`config.mk`:
```
export PLATFORM = sky130hd
export DESIGN_NAME = stage3_mem_access_unit_flat
export DESIGN_NICKNAME = d
export VERILOG_FILES = /design/src/rtl/stage3_mem_access_unit_if.sv /design/src/rtl/stage3_mem_access_unit.sv /design/src/flat_wrapper.sv
export SDC_FILE = /design/constraint.sdc
export NUM_CORES = 1
export LEC_CHECK = 0
export CORE_AREA = 2 2 143 117
export CTS_CLUSTER_DIAMETER = 40
export DETAILED_ROUTE_END_ITERATION = 16
export DIE_AREA = 0 0 145 119
export MAX_ROUTING_LAYER = met4
export PLACE_DENSITY = 0.84
export RECOVER_POWER = 100
export SYNTH_ARGS = -nofsm -noshare
export SYNTH_HDL_FRONTEND = slang
export SYNTH_SLANG_ARGS = --single-unit
```
`constraint.sdc`:
```
create_clock -name CLK -period 2.24 [get_ports CLK]
set_clock_uncertainty 0.15 [all_clocks]
set_input_delay 0.336 -clock CLK [delete_from_list [all_inputs] [get_ports CLK]]
set_output_delay 0.336 -clock CLK [all_outputs]
set_load 0.005 [all_outputs]
```
`src/rtl/stage3_mem_access_unit_if.sv`:
```
// Data-side generic bus between the memory stage and the data memory.
// Latency: none (wires only); the master holds a request until the slave drops dbus_busy.
// Backpressure: dbus_busy=1 from the slave stretches the request indefinitely.
// Ports: dbus_addr/dbus_wdata/dbus_byte_en/dbus_ren/dbus_wen (master->slave),
//        dbus_rdata/dbus_busy (slave->master).
interface stage3_mem_access_unit_if;
  logic [31:0] dbus_addr;
  logic [31:0] dbus_wdata;
  logic [3:0]  dbus_byte_en;
  logic        dbus_ren;
  logic        dbus_wen;
  logic [31:0] dbus_rdata;
  logic        dbus_busy;

  modport master (
    output dbus_addr, dbus_wdata, dbus_byte_en, dbus_ren, dbus_wen,
    input  dbus_rdata, dbus_busy
  );

  modport slave (
    input  dbus_addr, dbus_wdata, dbus_byte_en, dbus_ren, dbus_wen,
    output dbus_rdata, dbus_busy
  );
endinterface

```
`src/rtl/stage3_mem_access_unit.sv`:
```
// Memory-stage data-access engine: store steering, load extension, alignment check.
// Latency: non-memory ops 0 cycles; aligned accesses accept + 1 REQ (+1 per busy cycle) then RESP.
// Backpressure: mem_stall holds execute/fetch from acceptance until RESP; dbus_busy stretches REQ.
// Ports: CLK/nRST; ex_mem fields (valid_m, mem_ren, mem_wen, funct3, mem_addr, store_data,
//        alu_result, wb_en, rd, flush); dbus (bus master modport); write-back (reg_wdata,
//        reg_write, rd_m); mem_stall; misaligned pulse.
module stage3_mem_access_unit (
  input  logic        CLK,
  input  logic        nRST,
  input  logic        valid_m,
  input  logic        mem_ren,
  input  logic        mem_wen,
  input  logic [2:0]  funct3,
  input  logic [31:0] mem_addr,
  input  logic [31:0] store_data,
  input  logic [31:0] alu_result,
  input  logic        wb_en,
  input  logic [4:0]  rd,
  input  logic        flush,
  stage3_mem_access_unit_if.master dbus,
  output logic [31:0] reg_wdata,
  output logic        reg_write,
  output logic [4:0]  rd_m,
  output logic        mem_stall,
  output logic        misaligned
);

  localparam logic [1:0] IDLE = 2'd0;
  localparam logic [1:0] REQ  = 2'd1;
  localparam logic [1:0] RESP = 2'd2;

  logic [1:0]  r_state;
  logic [31:0] r_addr;
  logic [2:0]  r_funct3;
  logic [31:0] r_wdata;
  logic [3:0]  r_be;
  logic [4:0]  r_rd;
  logic        r_wb_en;
  logic        r_ren;
  logic        r_wen;
  logic        r_killed;
  logic [31:0] r_rdata;

  logic        w_is_mem;
  logic        w_live;
  logic        w_mis;
  logic        w_accept;
  logic        w_req;
  logic [3:0]  w_be;
  logic [31:0] w_wd;
  logic [31:0] w_sh;
  logic [31:0] w_ext;

  assign w_is_mem = mem_ren | mem_wen;
  assign w_live   = valid_m & ~flush;

  // funct3[1:0] picks the width; reserved encodings fall into the word case.
  always_comb begin
    w_mis = 1'b0;
    w_be  = 4'b1111;
    w_wd  = store_data;
    case (funct3[1:0])
      2'b00: begin
        w_be = 4'b0001 << mem_addr[1:0];
        w_wd = {4{store_data[7:0]}};
      end
      2'b01: begin
        w_mis = mem_addr[0];
        w_be  = 4'b0011 << mem_addr[1:0];
        w_wd  = {2{store_data[15:0]}};
      end
      default: w_mis = |mem_addr[1:0];
    endcase
  end

  assign w_accept = (r_state == IDLE) & w_live & w_is_mem & ~w_mis;

  // Bring the addressed lane down to bit 0 before extending.
  assign w_sh = dbus.dbus_rdata >> {r_addr[1:0], 3'b000};

  always_comb begin
    w_ext = w_sh;
    case (r_funct3)
      3'b000:  w_ext = {{24{w_sh[7]}}, w_sh[7:0]};
      3'b001:  w_ext = {{16{w_sh[15]}}, w_sh[15:0]};
      3'b100:  w_ext = {24'd0, w_sh[7:0]};
      3'b101:  w_ext = {16'd0, w_sh[15:0]};
      default: w_ext = w_sh;
    endcase
  end

  always_ff @(posedge CLK or negedge nRST) begin
    if (!nRST) begin
      r_state  <= IDLE;
      r_addr   <= '0;
      r_funct3 <= '0;
      r_wdata  <= '0;
      r_be     <= '0;
      r_rd     <= '0;
      r_wb_en  <= 1'b0;
      r_ren    <= 1'b0;
      r_wen    <= 1'b0;
      r_killed <= 1'b0;
      r_rdata  <= '0;
    end else begin
      case (r_state)
        IDLE: begin
          if (w_accept) begin
            r_addr   <= mem_addr;
            r_funct3 <= funct3;
            r_wdata  <= w_wd;
            r_be     <= w_be;
            r_rd     <= rd;
            r_wb_en  <= wb_en & mem_ren;
            r_ren    <= mem_ren;
            r_wen    <= mem_wen;
            r_killed <= 1'b0;
            r_state  <= REQ;
          end
        end
        REQ: begin
          // A flush cannot abort the bus cycle; remember it for RESP instead.
          if (flush) r_killed <= 1'b1;
          if (!dbus.dbus_busy) begin
            r_rdata <= w_ext;
            r_state <= RESP;
          end
        end
        RESP: begin
          r_killed <= 1'b0;
          r_state  <= IDLE;
        end
        default: r_state <= IDLE;
      endcase
    end
  end

  // Bus outputs come only from latched state and are zero outside REQ.
  assign w_req             = (r_state == REQ);
  assign dbus.dbus_addr    = w_req ? {r_addr[31:2], 2'b00} : 32'd0;
  assign dbus.dbus_wdata   = w_req ? r_wdata : 32'd0;
  assign dbus.dbus_byte_en = w_req ? r_be : 4'd0;
  assign dbus.dbus_ren     = w_req & r_ren;
  assign dbus.dbus_wen     = w_req & r_wen;

  always_comb begin
    reg_write  = 1'b0;
    reg_wdata  = alu_result;
    rd_m       = rd;
    mem_stall  = 1'b0;
    misaligned = 1'b0;
    case (r_state)
      IDLE: begin
        if (w_is_mem) begin
          misaligned = w_live & w_mis;
          mem_stall  = w_accept;
        end else begin
          reg_write = valid_m & wb_en & ~flush;
        end
      end
      REQ: begin
        mem_stall = 1'b1;
        reg_wdata = r_rdata;
        rd_m      = r_rd;
      end
      RESP: begin
        reg_write = r_wb_en & ~r_killed & ~flush;
        reg_wdata = r_rdata;
        rd_m      = r_rd;
      end
      default: ;
    endcase
  end

endmodule

```
`src/flat_wrapper.sv`:
```
// flat-port wrapper written by rule: the top's interface ports become plain ports
module stage3_mem_access_unit_flat 
  (CLK, nRST, valid_m, mem_ren, mem_wen, funct3, mem_addr, store_data, alu_result, wb_en, rd, flush, reg_wdata, reg_write, rd_m, mem_stall, misaligned, dbus_dbus_addr, dbus_dbus_wdata, dbus_dbus_byte_en, dbus_dbus_ren, dbus_dbus_wen, dbus_dbus_rdata, dbus_dbus_busy);
  stage3_mem_access_unit_if dbus_i ();
  input  logic CLK;
  input  logic nRST;
  input  logic valid_m;
  input  logic mem_ren;
  input  logic mem_wen;
  input  logic [2:0] funct3;
  input  logic [31:0] mem_addr;
  input  logic [31:0] store_data;
  input  logic [31:0] alu_result;
  input  logic wb_en;
  input  logic [4:0] rd;
  input  logic flush;
  output logic [31:0] reg_wdata;
  output logic reg_write;
  output logic [4:0] rd_m;
  output logic mem_stall;
  output logic misaligned;
  output wire logic [$bits(dbus_i.dbus_addr)-1:0] dbus_dbus_addr;
  output wire logic [$bits(dbus_i.dbus_wdata)-1:0] dbus_dbus_wdata;
  output wire logic [$bits(dbus_i.dbus_byte_en)-1:0] dbus_dbus_byte_en;
  output wire logic [$bits(dbus_i.dbus_ren)-1:0] dbus_dbus_ren;
  output wire logic [$bits(dbus_i.dbus_wen)-1:0] dbus_dbus_wen;
  input wire logic [$bits(dbus_i.dbus_rdata)-1:0] dbus_dbus_rdata;
  input wire logic [$bits(dbus_i.dbus_busy)-1:0] dbus_dbus_busy;
  assign dbus_dbus_addr = dbus_i.dbus_addr;
  assign dbus_dbus_wdata = dbus_i.dbus_wdata;
  assign dbus_dbus_byte_en = dbus_i.dbus_byte_en;
  assign dbus_dbus_ren = dbus_i.dbus_ren;
  assign dbus_dbus_wen = dbus_i.dbus_wen;
  assign dbus_i.dbus_rdata = dbus_dbus_rdata;
  assign dbus_i.dbus_busy = dbus_dbus_busy;
  stage3_mem_access_unit u_core (.CLK(CLK), .nRST(nRST), .valid_m(valid_m), .mem_ren(mem_ren), .mem_wen(mem_wen), .funct3(funct3), .mem_addr(mem_addr), .store_data(store_data), .alu_result(alu_result), .wb_en(wb_en), .rd(rd), .flush(flush), .dbus(dbus_i), .reg_wdata(reg_wdata), .reg_write(reg_write), .rd_m(rd_m), .mem_stall(mem_stall), .misaligned(misaligned));
endmodule
```
=== Yosys cells after proc, flatten, opt, wreduce, memory -nomap -nowiden ===
Cells that the tools add are included.

* Register bits: 114
* Bits of input ports: 144
* Output and inout port bits: 110
* Word-level logic and storage cells: 71

* Equality and inequality tests: 9
* Shift-type cells: 3
* Muxes and demuxes: 21
* Bitwise logic cells: 17
* Reductions and logical operators: 10

{| class="wikitable"
|+ Operators by type and width
! operator !! count
|-
| $pmux 32 s4 || 1
|-
| $mux 32 || 3
|-
| $pmux 32 s2 || 1
|-
| $shr 32x5->32 || 1
|-
| $and 1x1->1 || 12
|-
| $pmux 4 s2 || 1
|-
| $eq 3x3->1 const B || 2
|-
| $mux 1 || 6
|-
| $pmux 1 s2 || 3
|-
| $reduce_and 2->1 || 3
|-
| $mux 5 || 1
|-
| $eq 2x1->1 const B || 2
|-
| $logic_not 2->1 || 2
|-
| $mux 2 || 2
|-
| $mux 4 || 1
|-
| $ne 2x2->1 const B || 2
|-
| $not 1->1 || 4
|-
| $pmux 2 s2 || 1
|-
| $reduce_or 2->1 || 2
|-
| $shl 1x2->4 const A || 1
|-
| $shl 2x2->4 const A || 1
|-
| $eq 3x1->1 const B || 1
|-
| $logic_not 3->1 || 1
|-
| $pmux 1 s3 || 1
|-
| other kinds (5) || 5
|}

=== Logic depth before layout (Yosys ltp) ===
* Depth in word-level cells: 7
* Mapped depth: 9
* Gate-level depth less buffers: 6

=== Worst setup path before layout ===
OpenSTA, ideal clock, no wires.

* Kind: register to output
* Start: register u_core.r_state[0]
* End: output rd_m[0]
* Data arrival time: 1758 ps
* Data required time: 1754 ps
* Path slack: -4 ps
* Cell stages (with the launch flop): 6
* Path through: dfrtp_1 inv_1 ha_1 clkbuf_1 clkbuf_1 mux2_2

* Word-level cells in the longest chain between the ends: 3

{| class="wikitable"
|+ RTL lines
! what !! RTL line !! source
|-
| from (decl) || stage3_mem_access_unit.sv:32 || <nowiki>logic [1:0] r_state;</nowiki>
|-
| from (signal assigned) || stage3_mem_access_unit.sv:94 || <nowiki>r_state <= IDLE;</nowiki>
|-
| from (signal assigned) || stage3_mem_access_unit.sv:118 || <nowiki>r_state <= REQ;</nowiki>
|-
| from (signal assigned) || stage3_mem_access_unit.sv:126 || <nowiki>r_state <= RESP;</nowiki>
|-
| $eq 2x2->1 / $eq 2x1->1 (equally long branches) || stage3_mem_access_unit.sv:152 || <nowiki>case (r_state)</nowiki>
|-
| $reduce_or 2->1 (no source line) * || -- ||
|-
| $mux 5 * || stage3_mem_access_unit.sv:152 ||
|-
| to (decl) || flat_wrapper.sv:19 || <nowiki>output logic [4:0] rd_m;</nowiki>
|}

Every way passes the cells marked *; elsewhere a longest branch is shown, timed or not.

=== Final worst setup path ===
* Start: register u_core.r_state[0]
* End: output reg_wdata[25]

* Word-level cells in the longest chain between the ends: 3

{| class="wikitable"
|+ RTL lines
! what !! RTL line !! source
|-
| $eq 2x2->1 / $eq 2x1->1 (equally long branches) || stage3_mem_access_unit.sv:152 ||
|-
| $reduce_or 2->1 (no source line) * || -- ||
|-
| $mux 32 * || stage3_mem_access_unit.sv:152 ||
|-
| to (decl) || flat_wrapper.sv:17 || <nowiki>output logic [31:0] reg_wdata;</nowiki>
|}

Marked as above.

==> results.py <==
metrics = {
    "run_status": {
        "status": "complete, but fails checks",
        "violations": "max-capacitance violations, negative setup slack",
    },
    "clocking": {
        "cts_inserted_buffers": 17,
        "worstSkewPairLatency_ps": 410,
        "cts_tree": "yes",
        "h-tree-depth": 4,
        "clock_path_buffers": 2,
        "root_buffer": "clkbuf_16",
        "clkSlewWorstSetupHoldPaths_ps": 60,
        "cts.sinks": 114,
    },
    "routing": {
        "routedWlPerCell_um": 19.56,
        "vias": 5844,
        "ant_nets": 0,
        "drt_iter0_drc": 306,
        "drc_errors": 0,
        "first_pass_iters": 5,
        "routed_wl_um": 22440,
        "wl_met3_um": 1482,
        "vias_per_cell": 5.095,
        "wl_met2_um": 10820,
        "top_layer_used": "met4",
        "wl_met1_um": 9774,
    },
    "final_layout": {
        "drive_gt1_share_pct": 39.37,
        "fin_nets": 1063,
        "postLayoutCoreUtil_pct": 66.70,
        "final_common_cell": "clkdlybuf4s50_1",
        "insertedDiodeCount": 0,
        "stdcell_count": 1147,
        "syn2layout_area_growth_pct": 71.53,
        "final_cell_mix": "clkdlybuf4s50_1 (142), dfrtp_1 (114), nand2_1 (63)",
    },
    "global_routing": {
        "grt_pass1_vias": 5979,
        "grt_pass1_wl_um": 33500,
        "overflow": 0,
        "antenna_found_initial": 0,
        "grt_usage_pct": 25.57,
        "grt_max_degree": 67,
    },
    "worst_setup_path": {
        "r2r-start": "u_core.r_state[0]$_DFFE_PN0P_",
        "worstPathArrival_ps": 2050,
        "worstSetupStartpointType": "register",
        "rr_endpoint": "u_core.r_addr[22]$_DFFE_PN0P_",
        "crit_fanout": 5,
        "crit_start": "u_core.r_state[0]$_DFFE_PN0P_",
        "end_kind": "output port",
        "ff2ff_path_depth": 8,
        "worstSetupPathType": "register to output port",
        "rrSetupSlack_ps": -70,
        "cp.required_ps": 1750,
    },
    "placed_design": {
        "dp.cells": 1066,
        "hpwl_um": 14000,
        "port_buffers": 251,
        "globalplace.congestion": 0.9167,
    },
    "run": {
        "drv_cap": 1,
    },
    "power": {
        "p_int_mw": 10.91,
        "clkPwrFrac_pct": 18.3,
        "pwr-share-seq_pct": 22.7,
        "pwr-share-comb_pct": 58.9,
        "p_sw_share_pct": 32.59,
        "p_switching_mw": 5.275,
        "power_density_nw_per_um2": 1514,
        "leakage_nw": 4.987,
        "ir_worst_vdd_v": 0.0007384,
    },
    "floorplan": {
        "die_x_um": 145,
        "core_area_um2": 16030,
        "dieArea_um2": 17260,
        "die_y_um": 119,
        "rows": 42,
        "boundaryPins": 254,
        "start_util_pct": 38.88,
    },
    "yosys": {
        "yosysUniqueCellTypes": 39,
        "synthTopCellsByArea": "dfrtp_1 (46%), mux2_2 (16%), and2_1 (7.6%)",
        "synth_edf_count": 0,
        "synth_seq_area_share_pct": 45.77,
        "yosysWarnings": 0,
        "synth_area_per_cell_um2": 10.34,
        "netlist_area_um2": 6232,
        "netlist.area_leader.share_pct": 45.77,
        "syn_inst": 603,
        "async_flop_share_pct": 100.0,
        "synth_ff_type": "dfrtp_1",
        "ys_ff_latch": 114,
        "synth.largest_area_cell": "dfrtp_1",
    },
    "sta": {
        "setup_viol": 128,
        "period_minus_slack_ps": 2535,
        "relSlewSlack_pct": 0.3716,
        "finalHoldViolCount": 0,
        "worst_slew_pin_slew_ps": 1494,
        "fin_crit_sh_pct": 113.2,
        "rsz0062_at_grt": "yes",
        "clock.fmax_mhz": 394.4,
        "worst_slack_ps": -295.3,
        "maxSlewViolCount": 0,
    },
    "min_path": {
        "whs_endpoint": "u_core.r_be[0]$_DFFE_PN0P_",
        "hp-class": "register to register",
        "hold_start": "u_core.r_be[0]$_DFFE_PN0P_",
        "hold_depth": 1,
    },
}
kinds of logic after synthesis:
kind of cell | count (synthesis) | share of synthesized area (%)
AND/OR/NAND/NOR | 203 | 16.14
multiplexers | 138 | 24.47
flip-flops | 114 | 45.77
AO/OA/AOI/OAI | 94 | 8.934
buffers and inverters | 47 | 3.473
adder cells (fa/ha/maj) | 5 | 1.004
other | 1 | 0.06017
XOR/XNOR | 1 | 0.1406
synth_stat cells, drive strengths merged (3+ instances only):
cell type / count
dfrtp: 114
mux2: 97
and2: 76
nand2: 63
nor2: 46
mux2i: 41
o21ai: 38
a21oi: 28
clkbuf: 23
buf: 22
o22a: 9
o211ai: 8
ha: 5
nand2b: 4
or2: 4
nor2b: 3
sequential cells by signal, summed over array words and instances (netlist names):
name,flops
u_core.r_wb_en,1
u_core.r_rd,5
u_core.r_ren,1
u_core.r_funct3,3
u_core.r_wen,1
u_core.r_rdata,32
u_core.r_state,2
u_core.r_killed,1
u_core.r_wdata,32
u_core.r_addr,32
u_core.r_be,4
worst max-delay path by stage:
stage	slack, ps	cells past startpoint	end
finish	-300	8	reg_wdata[25]
global route	-340	8	reg_wdata[25]
CTS	-300	8	reg_wdata[7]
detailed placement	-300	5	misaligned
global placement	-310	5	misaligned
floorplan	-4	5	rd_m[0]
final cells by class:
| type | count | area [um2] |
|---|---|---|
| Fill cell | 1170 | 5338 |
| Sequential cell | 114 | 2853 |
| Timing Repair Buffer | 336 | 3461 |
| Clock inverter | 15 | 219.0 |
| Clock buffer | 17 | 425.4 |
| Tap cell | 220 | 275.3 |
| Inverter | 2 | 7.507 |
| Multi-Input combinational cell | 443 | 3450 |
what timing repair did:
item                                    4_1_cts  5_1_grt
endpoints found under the setup margin      134      137
hold endpoints to repair                     23        0
buffers inserted                             25       12
gates resized for setup                     426      141
gates cloned                                 11        5
hold buffers                                  1        0
pin swaps                                     3        2
critical path: stages, from the launching register on:
cell and delay, ps:
dfrtp_1 390, inv_2 90, ha_4 220, buf_12 130
buf_12 120, buf_12 120, buf_16 140, mux2_4 300
buf_6 120
power groups by stage:
stage | combinational (mW) | clock, mW | sequential [mW]
after floorplan | 3.27 | 0 | 3.39
after global placement | 6.14 | 0 | 3.60
after detailed placement | 6.29 | 0 | 3.63
after CTS | 8.49 | 3.02 | 3.63
after global routing | 10.1 | 3.11 | 3.78
final | 9.54 | 2.97 | 3.68
routing by layer:
metal,up-vias,global-route usage (%)
met2,239,40.03
met5,-,-
met3,28,7.356
met4,0,6.559
met1,2879,32.86
li1,2698,-
through the flow:
stage | setup slack (ps) | TNS, ps | power (mW) | hold WS (ps) | instance area, um2
after floorplan | -4.098 | -122.9 | 6.660 | -109.6 | 6236
after global placement | -312.4 | -9839 | 9.741 | 120.9 | 9179
after detailed placement | -302.8 | -10540 | 9.917 | 121.4 | 9179
after CTS | -298.1 | -10410 | 15.14 | 227.0 | 10420
after global routing | -342.6 | -27130 | 16.95 | 336.0 | 10690
final | -295.3 | -16300 | 16.18 | 319.0 | 10690
No activity file was read; power rests on OpenSTA's default activity.
